--- src/rtl/mpalu_pkg.sv ---
// Shared definitions for the multi-precision ALU sequencer: opcodes, FSM states, index sizing.
package mpalu_pkg;

    typedef enum logic [1:0] {
        OP_MOV = 2'b00,
        OP_NEG = 2'b01,
        OP_ADD = 2'b10,
        OP_SUB = 2'b11
    } op_e;

    typedef enum logic {
        IDLE = 1'b0,
        RUN  = 1'b1
    } state_e;

    // Width needed to index n words; never below 1 bit.
    function automatic int clog2(input int n);
        int r;
        r = 1;
        for (int i = 1; i < 32; i++) begin
            if ((1 << i) < n) r = i + 1;
        end
        return r;
    endfunction

endpackage

--- src/rtl/mpalu_seq_addsubmovneg16a.sv ---
// 16-bit add/sub/mov/neg slice: y = (ena ? a : 0) + (sub ? ~b : b) + ci.
// Purely combinational; carry in/out let the sequencer chain words.
module addsubmovneg16a (
    input  logic [15:0] a,
    input  logic [15:0] b,
    input  logic        ci,
    input  logic        ena,
    input  logic        sub,
    output logic [15:0] y,
    output logic        co
);

    logic [15:0] a_eff;
    logic [15:0] b_eff;

    always_comb begin
        a_eff   = ena ? a : 16'h0000;
        b_eff   = sub ? ~b : b;
        {co, y} = {1'b0, a_eff} + {1'b0, b_eff} + {16'h0000, ci};
    end

endmodule

--- src/rtl/mpalu_seq.sv ---
// WORDS x 16-bit MOV/NEG/ADD/SUB sequencer, one word per cycle, LSW first, through a single 16-bit slice.
// Result, carry and overflow are flagged by a one-cycle DONE pulse WORDS+1 cycles after START is accepted.
module mpalu_seq
    import mpalu_pkg::*;
#(
    parameter int WORDS = 4
) (
    input  logic                  CLK,
    input  logic                  RST_N,
    input  logic                  START,
    input  logic [1:0]            OP,
    input  logic [16*WORDS-1:0]   A,
    input  logic [16*WORDS-1:0]   B,
    output logic                  BUSY,
    output logic                  DONE,
    output logic [16*WORDS-1:0]   Y,
    output logic                  CO,
    output logic                  OVF
);

    localparam int W  = 16 * WORDS;
    localparam int IW = clog2(WORDS);
    localparam logic [IW-1:0] IDX_LAST = IW'(WORDS - 1);

    state_e          state_q;
    state_e          state_d;
    logic [IW-1:0]   idx_q;
    logic            carry_q;
    logic [W-1:0]    a_q;
    logic [W-1:0]    b_q;
    logic [1:0]      op_q;
    logic [W-1:0]    y_q;
    logic            co_q;
    logic            ovf_q;
    logic            done_q;

    logic            accept;
    logic            last;
    logic [IW+3:0]   word_base;
    logic [15:0]     dp_a;
    logic [15:0]     dp_b;
    logic            dp_ci;
    logic [15:0]     dp_y;
    logic            dp_co;
    logic            a_msb;
    logic            b_msb;
    logic            ovf_d;

    always_comb begin
        state_d = state_q;
        accept  = 1'b0;
        last    = 1'b0;
        case (state_q)
            IDLE: begin
                if (START) begin
                    accept  = 1'b1;
                    state_d = RUN;
                end
            end
            RUN: begin
                if (idx_q == IDX_LAST) begin
                    last    = 1'b1;
                    state_d = IDLE;
                end
            end
            default: state_d = IDLE;
        endcase
    end

    always_comb begin
        word_base = {idx_q, 4'b0000};
        dp_a      = a_q[word_base +: 16];
        dp_b      = b_q[word_base +: 16];
        // The first word takes the +1 of the two's-complement negate as its carry in.
        dp_ci     = (idx_q == '0) ? op_q[0] : carry_q;
        a_msb     = op_q[1] & a_q[W-1];
        b_msb     = b_q[W-1] ^ op_q[0];
        ovf_d     = (a_msb == b_msb) && (dp_y[15] != a_msb);
    end

    addsubmovneg16a u_dp (
        .a   (dp_a),
        .b   (dp_b),
        .ci  (dp_ci),
        .ena (op_q[1]),
        .sub (op_q[0]),
        .y   (dp_y),
        .co  (dp_co)
    );

    always_ff @(posedge CLK) begin
        if (!RST_N) begin
            state_q <= IDLE;
            idx_q   <= '0;
            carry_q <= 1'b0;
            a_q     <= '0;
            b_q     <= '0;
            op_q    <= 2'b00;
            y_q     <= '0;
            co_q    <= 1'b0;
            ovf_q   <= 1'b0;
            done_q  <= 1'b0;
        end else begin
            state_q <= state_d;
            done_q  <= last;
            if (accept) begin
                a_q   <= A;
                b_q   <= B;
                op_q  <= OP;
                idx_q <= '0;
            end
            if (state_q == RUN) begin
                y_q[word_base +: 16] <= dp_y;
                carry_q              <= dp_co;
                idx_q                <= idx_q + IW'(1);
            end
            if (last) begin
                co_q  <= dp_co;
                ovf_q <= ovf_d;
            end
        end
    end

    assign BUSY = (state_q == RUN);
    assign DONE = done_q;
    assign Y    = y_q;
    assign CO   = co_q;
    assign OVF  = ovf_q;

endmodule

--- config.mk ---
export PLATFORM = sky130hd
export DESIGN_NAME = mpalu_seq
export DESIGN_NICKNAME = d
export VERILOG_FILES = /design/src/rtl/mpalu_pkg.sv /design/src/rtl/mpalu_seq_addsubmovneg16a.sv /design/src/rtl/mpalu_seq.sv
export SDC_FILE = /design/constraint.sdc
export NUM_CORES = 1
export LEC_CHECK = 0
export BUFFER_PORTS_ARGS = -buffer_cell sky130_fd_sc_hd__buf_2
export CORE_MARGIN = 5
export CORE_UTILIZATION = 50
export DETAILED_ROUTE_END_ITERATION = 10
export PLACE_DENSITY = 0.73
export SLEW_MARGIN = 20
export SYNTH_ARGS = -nofsm -noshare
export SYNTH_HDL_FRONTEND = slang
export SYNTH_SLANG_ARGS = --single-unit
--- constraint.sdc ---
create_clock -name CLK -period 9.95 [get_ports CLK]
set_input_delay 0.995 -clock CLK [delete_from_list [all_inputs] [get_ports CLK]]
set_output_delay 0.995 -clock CLK [all_outputs]
set_load 0.1 [all_outputs]
# After elaboration in Yosys (flattened, before gate mapping)

Cells that the tools add are included.

Bits in registers: 231
Latch bits: 0
Memory bits (writable): 0
ROM bits: 0
Input port bits: 133
Output and inout port bits: 68
Word-level logic and storage cells: 40
Memories kept: 0

Add/subtract/negate cells: 4
$mul: 0
Div/mod/pow operators: 0
Order comparisons: 0
Equal/unequal tests: 3
Shift operators: 4
Multiplexer cells: 12
Bitwise logic cells: 4
Reduce and logical (&&, ||, !) cells: 3

Operators by type and width:

| operator                   | count |
|---|---|
| $shiftx A64 B37 Y16        | 2 |
| $bwmux W64                 | 1 |
| $mux W32                   | 2 |
| $shift A16 B38 Y64 const A | 1 |
| $shiftx A16 B38 Y64        | 1 |
| $neg A36 Y38               | 1 |
| $add A32 B1 Y32 const B    | 1 |
| $eq A32 B2 Y1 const B      | 1 |
| $logic_not A32 Y1          | 1 |
| $mux W16                   | 2 |
| $add A16 B16 Y17           | 1 |
| $add A17 B1 Y17            | 1 |
| $not A16 Y16               | 1 |
| $mux W1                    | 6 |
| $pmux W1 S2                | 1 |
| $reduce_bool A2 Y1         | 1 |
| $and A1 B1 Y1              | 1 |
| $eq A1 B1 Y1               | 1 |
| $logic_and A1 B1 Y1        | 1 |
| $ne A1 B1 Y1               | 1 |
| $not A1 Y1                 | 1 |
| $xor A1 B1 Y1              | 1 |

# Longest topological paths before layout

Gate-level depths: netlist (run 1).

Word-level depth: 7
Gate-level depth with buffers: 19
Mapped depth without buffers: 16

# By module

A second synthesis (run 1) with hierarchy kept.

Cell total of the unflattened synthesis: 1433
Area, all modules: 12174.2 um2

Modules (own cells, without submodules):

| module          | instances | cells each | area each (um2) | sequential area each (um2) |
|---|---|---|---|---|
| mpalu_seq       | 1         | 1298       | 11163.2         | 4624.4 |
| addsubmovneg16a | 1         | 135        | 1011.0          | 0.0 |

# Worst setup path before layout (run 1)

No wires, ideal clock.

Kind: register to register
From: reg idx_q[1]
To: reg y_q[46] (netlist: Y[46])
Library setup time: 72 ps
Arrival time: 5286 ps
Data required time: 9878 ps
Slack: 4592 ps
Cell stages (with the launch flop): 20
Path buffers: 3
Period minus slack after synthesis: 5358 ps
Cell sequence: dfxtp_1 -> clkbuf_1 -> buf_1 -> inv_1 -> ha_1 -> buf_2 -> nor3b_1 -> nand4_1 -> nor4_1 -> mux2_2 -> fa_1 -> fa_1 -> a211oi_1 -> o21ai_0 -> a311oi_1 -> o21ai_0 -> a21o_1 -> o211a_1 -> or4_1 -> mux2i_1

Longest elaborated chain between the ends: 7
Elaborated cells between the ends (all ways): 13
Classes of those cells: add/sub: 3; shift: 4; mux: 4; bitwise: 1; reduce/logical: 1

RTL lines:

| element                        | line                            | source |
|---|---|---|
| start: declaration             | mpalu_seq.sv:27                 | `logic [IW-1:0] idx_q;` |
| start signal: assignment       | mpalu_seq.sv:115                | `idx_q <= idx_q + IW'(1);` |
| $shiftx A64 B37 Y16            | mpalu_seq.sv:73                 | `dp_b = b_q[word_base +: 16];` |
| $not A16 Y16                   | mpalu_seq_addsubmovneg16a.sv:18 | `b_eff = sub ? ~b : b;` |
| $mux W16                       | mpalu_seq_addsubmovneg16a.sv:18 |  |
| $add A16 B16 Y17               | mpalu_seq_addsubmovneg16a.sv:19 | `{co, y} = {1'b0, a_eff} + {1'b0, b_eff} + {16'h0000, ci};` |
| $add A17 B1 Y17                | mpalu_seq_addsubmovneg16a.sv:19 |  |
| $shiftx A16 B38 Y64            | mpalu_seq.sv:113                | `y_q[word_base +: 16] <= dp_y;` |
| $bwmux W64 (*)                 | mpalu_seq.sv:113                |  |
| end signal: indexed assignment | mpalu_seq.sv:113                |  |
| end: declaration               | mpalu_seq.sv:32                 | `logic [W-1:0] y_q;` |

Mark *: on every way between the ends. The rest lies on a longest branch, timed or not.
A chain may end at the register's enable or synchronous reset.

# Final worst setup path (run 1)

From: reg idx_q[0]
To: reg y_q[62] (netlist: Y[62])

Same word-level chain as after synthesis.

==> flow_metrics.py, run 1 <==
metrics = {
    "synthesis": {
        "synth_nets": 1588,
        "synth-async-reset-ratio_pct": 0,
        "yosys.cell_types.count": 76,
        "ys_seq_area_share_pct": 39.31,
        "synth-edff-count": 0,
        "yosys_warnings": 0,
        "mean_instance_size_in_the_synthesized_netlist_um2": 8.192,
        "postSynth.topFlopCell": "sky130_fd_sc_hd__dfxtp_1",
        "yosys_register_bits": 231,
        "synth.cell_area_um2": 11760,
        "syn_inst_count": 1436,
    },
    "clock_tree": {
        "cts_num_sinks": 231,
        "hold_buffers": 0,
        "clk_root_buffer_cell": "sky130_fd_sc_hd__clkbuf_16",
        "post_cts_gate_resize_count": 0,
        "ctsLongestPathBuffers": 3,
        "ctsHtreeMaxLevel": 1,
        "tritoncts_clock_tree": "done",
        "tritoncts.num_buffers": 24,
        "cts_post_setup_buffers_inserted": 0,
        "clk_transition_reported_paths_ns": 0.07,
        "worst_skew_pair.late_latency_ns": 0.53,
    },
    "timing": {
        "slew_viol_final": 0,
        "finalSetupViolCount": 0,
        "fin_crit_ns": 6.042,
        "worst_slack_ns": 3.908,
        "timing_worst_slew_pin_value_ns": 1.066,
        "finalHoldViolations": 0,
        "final_min_period_over_clock_period_pct": 60.72,
        "fmaxAchievable_mhz": 165.5,
        "setup_total_negative_slack_ns": 0,
        "grt_setup_unrepaired": "false",
        "worst_slew_margin_rel_pct": 28.95,
        "timing.clock.skew_ns": 0.02146,
    },
    "die": {
        "core_region_area_um2": 23330,
        "chip_height_um": 163.4,
        "start_util_pct": 50.42,
        "dieWidth_um": 163.4,
        "dieArea_um2": 26690,
        "floorplan.rows": 56,
        "io-pin-count": 201,
    },
    "setup_path": {
        "crit_fanout": 10,
        "worst_setup_path_category": "reg2reg",
        "setup.worst_path.end_class": "register",
        "start_kind": "register",
        "critPathRequiredTime_ns": 10.40,
        "arrival_ns": 6.49,
    },
    "detailed_routing": {
        "routed_wirelength_mm": 31.56,
        "first_pass_drt_iterations": 5,
        "detail_route.vias_per_cell": 5.600,
        "drcViolationCount": 0,
        "detailedRoute.firstIterationViolations": 799,
        "dr_total_vias": 10660,
        "wire_per_inst_um": 16.58,
        "ant_nets": 0,
    },
    "cells_and_area": {
        "drive_gt1_share_pct": 20.83,
        "final_cell_mix": "sky130_fd_sc_hd__nand2_1 (381), sky130_fd_sc_hd__dfxtp_1 (229), sky130_fd_sc_hd__buf_2 (200)",
        "final_nets": 1718,
        "final_cell_count_no_fill": 1903,
        "layout-area-overhead-vs-synth_pct": 16.03,
        "num_antenna_cells": 0,
        "mostFrequentLayoutCell": "sky130_fd_sc_hd__nand2_1",
    },
    "power": {
        "power_density_nw_per_um2": 159.9,
        "cellLeakagePower_uw": 0.005586,
        "ir_drop_v": 0.0001014,
    },
    "global_routing": {
        "grt_max_degree": 104,
        "antenna_violations_before_repair": 0,
        "grt-ovfl-total": 0,
        "grt_util_met2_pct": 35.06,
        "grt.met1_usage_pct": 33.03,
        "grt_pass1_vias": 10050,
        "grt_pass1_wl_mm": 50.90,
        "busiest_layer": "met2",
        "grtUsageTotal_pct": 23.03,
        "globalRouteMet3Util_pct": 3.835,
    },
    "placement": {
        "detailed_place_hpwl_mm": 22.50,
        "place.gp.congestion": 0.9420,
        "place_inst": 1859,
        "pre_cts_slack_ns": 4.110,
        "numPortBuffers": 200,
    },
    "job": {
        "drv.max_cap_violation_count": 0,
    },
    "run_status": {
        "run_status": "completed",
    },
    "min_path": {
        "timing.hold.worst.class": "reg2reg",
    },
}
final cells by class:
type	instances	area, um^2
Multi-Input combinational cell	1080	6633
Clock buffer	32	680.7
Sequential cell	231	4627
Fill cell	2102	9683
Timing Repair Buffer	216	1121
Clock inverter	12	137.6
Tap cell	319	399.1
Inverter	13	51.30
stage by stage:
stage	instance area (um^2)	util [%]	hold WS, ns	total power, uW
floorplan	11760	-	0.4331	1192
global placement	12830	54.99	0.4382	1276
detailed placement	12830	54.99	0.4431	1279
CTS	13650	58.50	0.4514	2196
global route	13650	58.50	0.4630	2267
finish	13650	58.50	0.4490	2182
power breakdown:
group          switching [uW]  total [uW]  internal [uW]  leakage [uW]
sequential               15.6         972            956       0.00188
combinational             181         291            110       0.00331
clock                     383         920            537      0.000399
flip-flops by register name, indices dropped and copies added, names as in the netlist:
signal,count
Y,64
a_q,64
b_q,64
idx_q,32
op_q,2
BUSY,1
CO,1
DONE,1
OVF,1
carry_q,1
Yosys cell counts (3+ instances only):
master	n	area share, %
sky130_fd_sc_hd__nand2_1	381	12
sky130_fd_sc_hd__dfxtp_1	231	39
sky130_fd_sc_hd__a21oi_1	175	7.4
sky130_fd_sc_hd__clkbuf_1	83	2.6
sky130_fd_sc_hd__nor2_1	58	1.9
sky130_fd_sc_hd__mux2i_1	52	4.4
sky130_fd_sc_hd__nand3_1	44	1.9
sky130_fd_sc_hd__xnor2_1	34	2.5
sky130_fd_sc_hd__nand4_1	33	1.8
sky130_fd_sc_hd__o21ai_0	33	1.4
sky130_fd_sc_hd__mux4_2	32	6.1
sky130_fd_sc_hd__and3_1	24	1.3
sky130_fd_sc_hd__nor3_1	24	1.0
sky130_fd_sc_hd__ha_1	17	1.8
sky130_fd_sc_hd__buf_1	16	0.51
sky130_fd_sc_hd__or3_1	13	0.69
sky130_fd_sc_hd__inv_1	12	0.38
sky130_fd_sc_hd__nor4_1	11	0.59
sky130_fd_sc_hd__o211ai_1	10	0.64
sky130_fd_sc_hd__or2_2	10	0.53
sky130_fd_sc_hd__o21a_1	9	0.57
sky130_fd_sc_hd__o31a_1	8	0.60
sky130_fd_sc_hd__and2_1	7	0.37
sky130_fd_sc_hd__buf_6	7	0.67
sky130_fd_sc_hd__a21o_1	6	0.38
sky130_fd_sc_hd__a31oi_1	6	0.32
sky130_fd_sc_hd__xor2_1	6	0.45
sky130_fd_sc_hd__buf_2	5	0.21
sky130_fd_sc_hd__o31ai_1	5	0.32
sky130_fd_sc_hd__or4_4	5	0.48
sky130_fd_sc_hd__a211oi_1	4	0.26
sky130_fd_sc_hd__nor2b_1	4	0.21
sky130_fd_sc_hd__nor4b_1	4	0.30
sky130_fd_sc_hd__or4_1	4	0.26
sky130_fd_sc_hd__mux2_2	3	0.29
sky130_fd_sc_hd__nand2b_1	3	0.16
sky130_fd_sc_hd__nor4_4	3	0.54
sky130_fd_sc_hd__o22ai_1	3	0.16
worst max-delay path: stages (launching register included):
cell and delay [ns]:
sky130_fd_sc_hd__dfxtp_2 0.32, sky130_fd_sc_hd__inv_1 0.11, sky130_fd_sc_hd__ha_1 0.40, sky130_fd_sc_hd__nor3b_1 0.59
sky130_fd_sc_hd__nand4_1 0.53, sky130_fd_sc_hd__nor4_1 0.59, sky130_fd_sc_hd__mux2_2 0.41, sky130_fd_sc_hd__fa_1 0.41
sky130_fd_sc_hd__fa_1 0.43, sky130_fd_sc_hd__a211oi_1 0.29, sky130_fd_sc_hd__o21ai_0 0.19, sky130_fd_sc_hd__a311oi_1 0.43
sky130_fd_sc_hd__o21ai_0 0.14, sky130_fd_sc_hd__a21o_1 0.19, sky130_fd_sc_hd__o211a_1 0.23, sky130_fd_sc_hd__or4_1 0.53
sky130_fd_sc_hd__mux2i_1 0.18
per-layer routing:
layer  wire length [um]  vias up  share of wire (%)
met1              14320     4917                 45
met2              13750      366                 44
met4               1120        0                3.5
met5                  0        -                  0
li1                   -     5304                  -
met3               2366       69                7.5
cell families (layout without fill, tap and decap cells):
group | Yosys count | count (layout) | share of synthesized area, %
multiplexers | 87 | 87 | 10.84
XOR/XNOR | 40 | 40 | 2.978
adder cells (fa/ha/maj) | 19 | 19 | 2.148
flip-flops | 231 | 231 | 39.31
AO/OA/AOI/OAI | 289 | 289 | 14.74
AND/OR/NAND/NOR | 645 | 645 | 25.48
buffers and inverters | 125 | 273 | 4.499
path summary, 6_finish.rpt:
check	start	to	slack, ns	cells after the start
hold reg to reg	b_q[49]	b_q[49]	0.45	2
setup reg to reg	idx_q[0]	Y[62]	3.91	16
hold / removal	b_q[49]	b_q[49]	0.45	2
setup / recovery	idx_q[0]	Y[62]	3.91	16
Power figures use the tool's default switching activity.
==> inputs of run 2 (changes only) <==
--- a/config.mk
+++ b/config.mk
@@ -9,7 +9,7 @@
 export CORE_MARGIN = 5
 export CORE_UTILIZATION = 50
 export DETAILED_ROUTE_END_ITERATION = 10
-export PLACE_DENSITY = 0.73
+export PLACE_DENSITY = 0.76
 export SLEW_MARGIN = 20
 export SYNTH_ARGS = -nofsm -noshare
 export SYNTH_HDL_FRONTEND = slang
==> constraint.sdc (replaced) <==
create_clock -name CLK -period 4.9 [get_ports CLK]
set_input_delay 0.49 -clock CLK [delete_from_list [all_inputs] [get_ports CLK]]
set_output_delay 0.49 -clock CLK [all_outputs]
set_load 0.1 [all_outputs]
==> run 2 against run 1 <==
  * Register-to-register slack worse by 3.7 ns
  * Maximum frequency up 30%
  * Non-clock buffer count up 25
  * Hold slack lost 0.25 ns
  * Total power up 110%
  * Wire length increased by 4.5%
  * Largest cell class unchanged
  * Worst setup slack got worse by 3.7 ns
  * Combinational power up 110%
  * Count of clock-buffer cells in the layout is 3 higher
==> flow_metrics.py, run 2 (synthesized netlist as in run 1, its figures left out) <==
metrics = {
    "run_status": {
        "run_status": "completed",
    },
    "detailed_routing": {
        "detail_route.vias_per_cell": 5.692,
        "detailedRoute.firstIterationViolations": 789,
        "wire_per_inst_um": 17.11,
        "drcViolationCount": 0,
        "dr_total_vias": 10980,
        "routed_wirelength_mm": 32.99,
        "ant_nets": 0,
        "first_pass_drt_iterations": 5,
    },
    "setup_path": {
        "critPathRequiredTime_ns": 5.34,
        "start_kind": "register",
        "timing.rr.start": "idx_q[18]",
        "slowest_stage": "sky130_fd_sc_hd__or4_4",
        "setup.reg_to_reg.worst_slack_ns": 0.25,
        "setup.worst_path.end_class": "register",
        "cpMostUsedCell": "sky130_fd_sc_hd__or4_4",
        "critPathMaxStageDelay_ns": 0.54,
        "arrival_ns": 5.09,
        "crit_fanout": 3,
        "worst_setup_path_category": "reg2reg",
        "reg2regPathDepth": 14,
        "cp_cell_sequence": "or4_4 > or4_4 > nor4_4 > mux2_2 > fa_2 > fa_2 > a211oi_2 > o21ai_1 > a311oi_2 > o21ai_0 > a21o_1 > o211a_1 > or4_4 > mux2i_1",
        "r2r_end": "Y[62]",
    },
    "placement": {
        "detailed_place_hpwl_mm": 23.46,
        "place.gp.congestion": 0.9222,
        "numPortBuffers": 200,
        "pre_cts_slack_ns": 0.02877,
    },
    "global_routing": {
        "grt-ovfl-total": 0,
        "antenna_violations_before_repair": 0,
        "grtUsageTotal_pct": 23.98,
        "grt_pass1_vias": 10570,
        "grt_pass1_wl_mm": 52.99,
        "grt_max_degree": 104,
    },
    "die": {
        "chip_height_um": 163.4,
        "start_util_pct": 50.42,
        "io-pin-count": 201,
        "dieArea_um2": 26690,
        "core_region_area_um2": 23330,
        "floorplan.rows": 56,
        "dieWidth_um": 163.4,
    },
    "cells_and_area": {
        "fill_cell_total_of_the_finished_layout": 2086,
        "final_nets": 1743,
        "drive_gt1_share_pct": 22.56,
        "layout-area-overhead-vs-synth_pct": 18.23,
        "final_cell_mix": "sky130_fd_sc_hd__nand2_1 (381), sky130_fd_sc_hd__dfxtp_1 (228), sky130_fd_sc_hd__buf_2 (200)",
        "mostFrequentLayoutCell": "sky130_fd_sc_hd__nand2_1",
        "num_antenna_cells": 0,
        "multi_input_comb_area_um2": 6674,
        "layout.area.seq_um2": 4628,
    },
    "min_path": {
        "whs_path_depth": 3,
        "min_to": "a_q[5]",
        "worstHoldStart": "A[5]",
        "timing.hold.worst.class": "in2reg",
    },
    "clock_tree": {
        "cts_num_sinks": 231,
        "clk_transition_reported_paths_ns": 0.06,
        "worst_skew_pair.late_latency_ns": 0.53,
        "ctsLongestPathBuffers": 3,
        "clk_root_buffer_cell": "sky130_fd_sc_hd__clkbuf_16",
        "hold_buffers": 0,
        "tritoncts_clock_tree": "done",
        "tritoncts.num_buffers": 24,
        "ctsHtreeMaxLevel": 1,
    },
    "timing": {
        "slew_viol_final": 0,
        "fin_crit_ns": 4.645,
        "finalHoldViolations": 0,
        "fmaxAchievable_mhz": 215.3,
        "setup_total_negative_slack_ns": 0,
        "finalSetupViolCount": 0,
        "final_min_period_over_clock_period_pct": 94.80,
        "grt_setup_unrepaired": "false",
        "worst_slack_ns": 0.2547,
        "timing.clock.skew_ns": 0.01899,
        "timing_worst_slew_pin_value_ns": 1.055,
        "worst_slew_margin_rel_pct": 29.69,
    },
    "job": {
        "drv.max_cap_violation_count": 0,
    },
    "power": {
        "power_density_nw_per_um2": 323.1,
        "cellLeakagePower_uw": 0.005738,
        "ir_drop_v": 0.0002734,
        "totalPowerFinal_uw": 4494,
    },
}
==> run 2: cell count changes in the layout (fill, tap and decap cells not counted), sizes merged <==
cell    previous run  this run
buf              216       241
clkbuf            32        35
clkinv             7         4
==> run 2: how the worst max path moves through the flow <==
| stage | slack [ns] | to | cells after the start | start |
|---|---|---|---|---|
| 2_1_floorplan | 0.02 | Y[46] | 19 | idx_q[1] |
| 3_3_place_gp | 0.09 | Y[46] | 14 | idx_q[18] |
| 3_5_place_dp | 0.03 | Y[62] | 14 | idx_q[18] |
| 4_1_cts | 0.003 | Y[62] | 14 | idx_q[18] |
| 5_1_grt | 0.02 | Y[62] | 14 | idx_q[18] |
| 6_report | 0.25 | Y[62] | 14 | idx_q[18] |
==> run 2: area by class of cell <==
class                   count  share of cell area [%]
flip-flops and latches    231                   33.28
clock buffers              35                   5.263
inverters                  13                  0.3688
multi-input cells        1080                   47.99
well taps                 319                   2.870
repair buffers            241                   9.410
clock inverters             9                  0.8276
==> run 2: power breakdown <==
| part | internal (uW) | switching [uW] |
|---|---|---|
| registers | 1940 | 36.7 |
| logic | 231 | 374 |
| clock network | 1150 | 764 |
| total | 3320 | 1180 |
==> run 2: metal layers <==
layer | part of all wire, % | vias to the layer above | GRT usage [%]
met1 | 44 | 5138 | 33.13
met3 | 8.1 | 62 | 5.047
met4 | 2.6 | 0 | 6.252
li1 | - | 5332 | -
met5 | 0 | - | 0
met2 | 46 | 443 | 38.49
==> run 2: per-stage QoR <==
stage / hold slack, ns / cell area [um^2] / util, % / cells
global route: 0.1890 / 13910 / 59.61 / 1928
finish: 0.1975 / 13910 / 59.61 / 1928
detailed placement: 0.4438 / 13020 / 55.81 / 1881
global placement: 0.4385 / 13020 / 55.81 / 1881
floorplan: 0.4331 / 11800 / - / 1436
CTS: 0.1895 / 13870 / 59.44 / 1925
==> run 2: what timing repair did <==
item,in CTS,in global routing
gates resized for setup,0,4
endpoints found under the setup margin,0,4
hold endpoints to repair,0,0
setup buffers,0,3
==> run 2: critical path: cells and delay by family, from the launching register on <==
| kind | cells | cell delay [ns] |
|---|---|---|
| AOI/OAI and AO/OA | 6 | 1.19 |
| adders and majority gates | 2 | 0.77 |
| DFF | 1 | 0.31 |
| muxes | 2 | 0.53 |
| and+or+nand+nor | 4 | 1.78 |
==> inputs of run 3 (changes only) <==
--- a/config.mk
+++ b/config.mk
@@ -10,6 +10,7 @@
 export CORE_UTILIZATION = 50
 export DETAILED_ROUTE_END_ITERATION = 10
 export PLACE_DENSITY = 0.76
+export RECOVER_POWER = 25
 export SLEW_MARGIN = 20
 export SYNTH_ARGS = -nofsm -noshare
 export SYNTH_HDL_FRONTEND = slang
==> run 3 against run 2 <==
  * The flow now finishes with violations (capacitance limit, slew limit)
  * Clock power about the same
  * Sequential share of layout area increased by 0.22 points
  * Worst setup slack got worse by 0.0056 ns
  * Combinational power about the same
  * Largest cell class unchanged
==> flow_metrics.py, run 3 (synthesized netlist as in run 1, its figures left out) <==
metrics = {
    "detailed_routing": {
        "first_pass_drt_iterations": 5,
        "wire_per_inst_um": 17.18,
        "routed_wirelength_mm": 33.12,
        "dr_total_vias": 10990,
        "ant_nets": 0,
        "drcViolationCount": 0,
        "detailedRoute.firstIterationViolations": 760,
        "detail_route.vias_per_cell": 5.700,
    },
    "setup_path": {
        "cp_cell_sequence": "or4_4 > or4_4 > nor4_4 > mux2_2 > fa_2 > fa_2 > a211oi_2 > o21ai_1 > a311oi_2 > o21ai_0 > a21o_1 > o211a_1 > or4_4 > mux2i_1",
        "critPathBufInv": 0,
        "setup.worst_path.end_class": "register",
        "setup.reg_to_reg.worst_slack_ns": 0.25,
        "critPathRequiredTime_ns": 5.34,
        "crit_fanout": 3,
        "critPathMaxStageDelay_ns": 0.54,
        "cpMostUsedCell": "sky130_fd_sc_hd__or4_4",
        "slowest_stage": "sky130_fd_sc_hd__or4_4",
        "arrival_ns": 5.09,
        "worst_setup_path_category": "reg2reg",
        "critical-path-top-delay-family": "simple AND/OR/NAND/NOR gates",
        "start_kind": "register",
    },
    "placement": {
        "numPortBuffers": 200,
        "detailed_place_hpwl_mm": 23.46,
        "place.gp.congestion": 0.9222,
        "pre_cts_slack_ns": 0.02877,
    },
    "min_path": {
        "timing.hold.worst.class": "in2reg",
    },
    "die": {
        "core_region_area_um2": 23330,
        "chip_height_um": 163.4,
        "floorplan.rows": 56,
        "start_util_pct": 50.42,
        "dieWidth_um": 163.4,
        "dieArea_um2": 26690,
        "io-pin-count": 201,
    },
    "clock_tree": {
        "ctsLongestPathBuffers": 3,
        "clk_root_buffer_cell": "sky130_fd_sc_hd__clkbuf_16",
        "cts_num_sinks": 231,
        "ctsHtreeMaxLevel": 1,
        "clk_transition_reported_paths_ns": 0.06,
        "tritoncts_clock_tree": "done",
        "worst_skew_pair.late_latency_ns": 0.53,
        "tritoncts.num_buffers": 24,
        "hold_buffers": 0,
    },
    "cells_and_area": {
        "num_antenna_cells": 0,
        "final_cell_mix": "sky130_fd_sc_hd__nand2_1 (381), sky130_fd_sc_hd__dfxtp_1 (228), sky130_fd_sc_hd__a21oi_1 (175)",
        "final_nets": 1743,
        "drive_gt1_share_pct": 18.33,
        "fill_cell_total_of_the_finished_layout": 2114,
        "utilization_pct": 59.22,
        "mostFrequentLayoutCell": "sky130_fd_sc_hd__nand2_1",
        "layout-area-overhead-vs-synth_pct": 17.45,
    },
    "timing": {
        "finalSetupViolCount": 0,
        "worst_slack_ns": 0.2491,
        "timing.clock.skew_ns": 0.01941,
        "worst_slew_margin_rel_pct": -133.0,
        "grt_setup_unrepaired": "false",
        "slew_viol_final": 94,
        "fmaxAchievable_mhz": 215.0,
        "setup_total_negative_slack_ns": 0,
        "timing_worst_slew_pin_value_ns": 3.495,
        "fin_crit_ns": 4.651,
        "final_min_period_over_clock_period_pct": 94.92,
        "finalHoldViolations": 0,
    },
    "run_status": {
        "run_status": "complete, but fails checks",
        "violations": "capacitance limit, slew limit",
    },
    "job": {
        "drv.max_cap_violation_count": 1,
    },
    "global_routing": {
        "antenna_violations_before_repair": 0,
        "grt_pass1_vias": 10570,
        "grt-ovfl-total": 0,
        "grt_pass1_wl_mm": 52.99,
        "grtUsageTotal_pct": 23.98,
        "grt_max_degree": 104,
    },
    "power": {
        "ir_drop_v": 0.0002757,
        "cellLeakagePower_uw": 0.005438,
        "power_density_nw_per_um2": 324.8,
    },
}
-- run 3: stage by stage --
stage | hold WS (ns) | power [uW] | cells | cell area, um^2
after global routing | 0.1890 | 4659 | 1928 | 13820
final | 0.1966 | 4488 | 1928 | 13820
after detailed placement | 0.4438 | 2611 | 1881 | 13020
after global placement | 0.4385 | 2599 | 1881 | 13020
after floorplan | 0.4331 | 2424 | 1436 | 11800
after CTS | 0.1895 | 4503 | 1925 | 13870
-- run 3: layout make-up --
class	count	area, um^2	area share, %
clock inverters	9	115.1	0.8331
multi-input cells	1080	6666	48.25
inverters	13	51.30	0.3713
repair buffers	241	1225	8.865
well taps	319	399.1	2.889
clock buffers	35	732.0	5.297
flip-flops and latches	231	4628	33.50
-- run 3: path summary, 6_finish.rpt --
check        startpoint  endpoint  cells after the start
max           idx_q[18]     Y[62]                     14
min                A[5]    a_q[5]                      3
max reg2reg   idx_q[18]     Y[62]                     14
min reg2reg     b_q[13]   b_q[13]                      2
-- run 3: worst register-to-register path, stage by stage (launching register included) --
cell and delay [ns]:
sky130_fd_sc_hd__dfxtp_1 0.31, sky130_fd_sc_hd__or4_4 0.54, sky130_fd_sc_hd__or4_4 0.53, sky130_fd_sc_hd__nor4_4 0.21, sky130_fd_sc_hd__mux2_2 0.39, sky130_fd_sc_hd__fa_2 0.37, sky130_fd_sc_hd__fa_2 0.40, sky130_fd_sc_hd__a211oi_2 0.27
sky130_fd_sc_hd__o21ai_1 0.12, sky130_fd_sc_hd__a311oi_2 0.28, sky130_fd_sc_hd__o21ai_0 0.11, sky130_fd_sc_hd__a21o_1 0.18, sky130_fd_sc_hd__o211a_1 0.23, sky130_fd_sc_hd__or4_4 0.50, sky130_fd_sc_hd__mux2i_1 0.14
-- run 3: power by group --
part | leakage [uW] | switching, uW | internal (uW)
registers | 0.00188 | 36.6 | 1940
clock network | 0.000415 | 759 | 1150
logic | 0.00314 | 374 | 232
-- run 3: per-layer routing --
| layer | routed length, um | GRT usage [%] |
|---|---|---|
| met1 | 14490 | 33.13 |
| met2 | 15070 | 38.49 |
| met3 | 2721 | 5.047 |
| met4 | 845 | 6.252 |
| met5 | 0 | 0 |
-- run 3: timing repair --
action | 4_1_cts | 5_1_grt
buffers inserted | 0 | 3
setup endpoints to repair | 0 | 4
gates resized for setup | 0 | 4
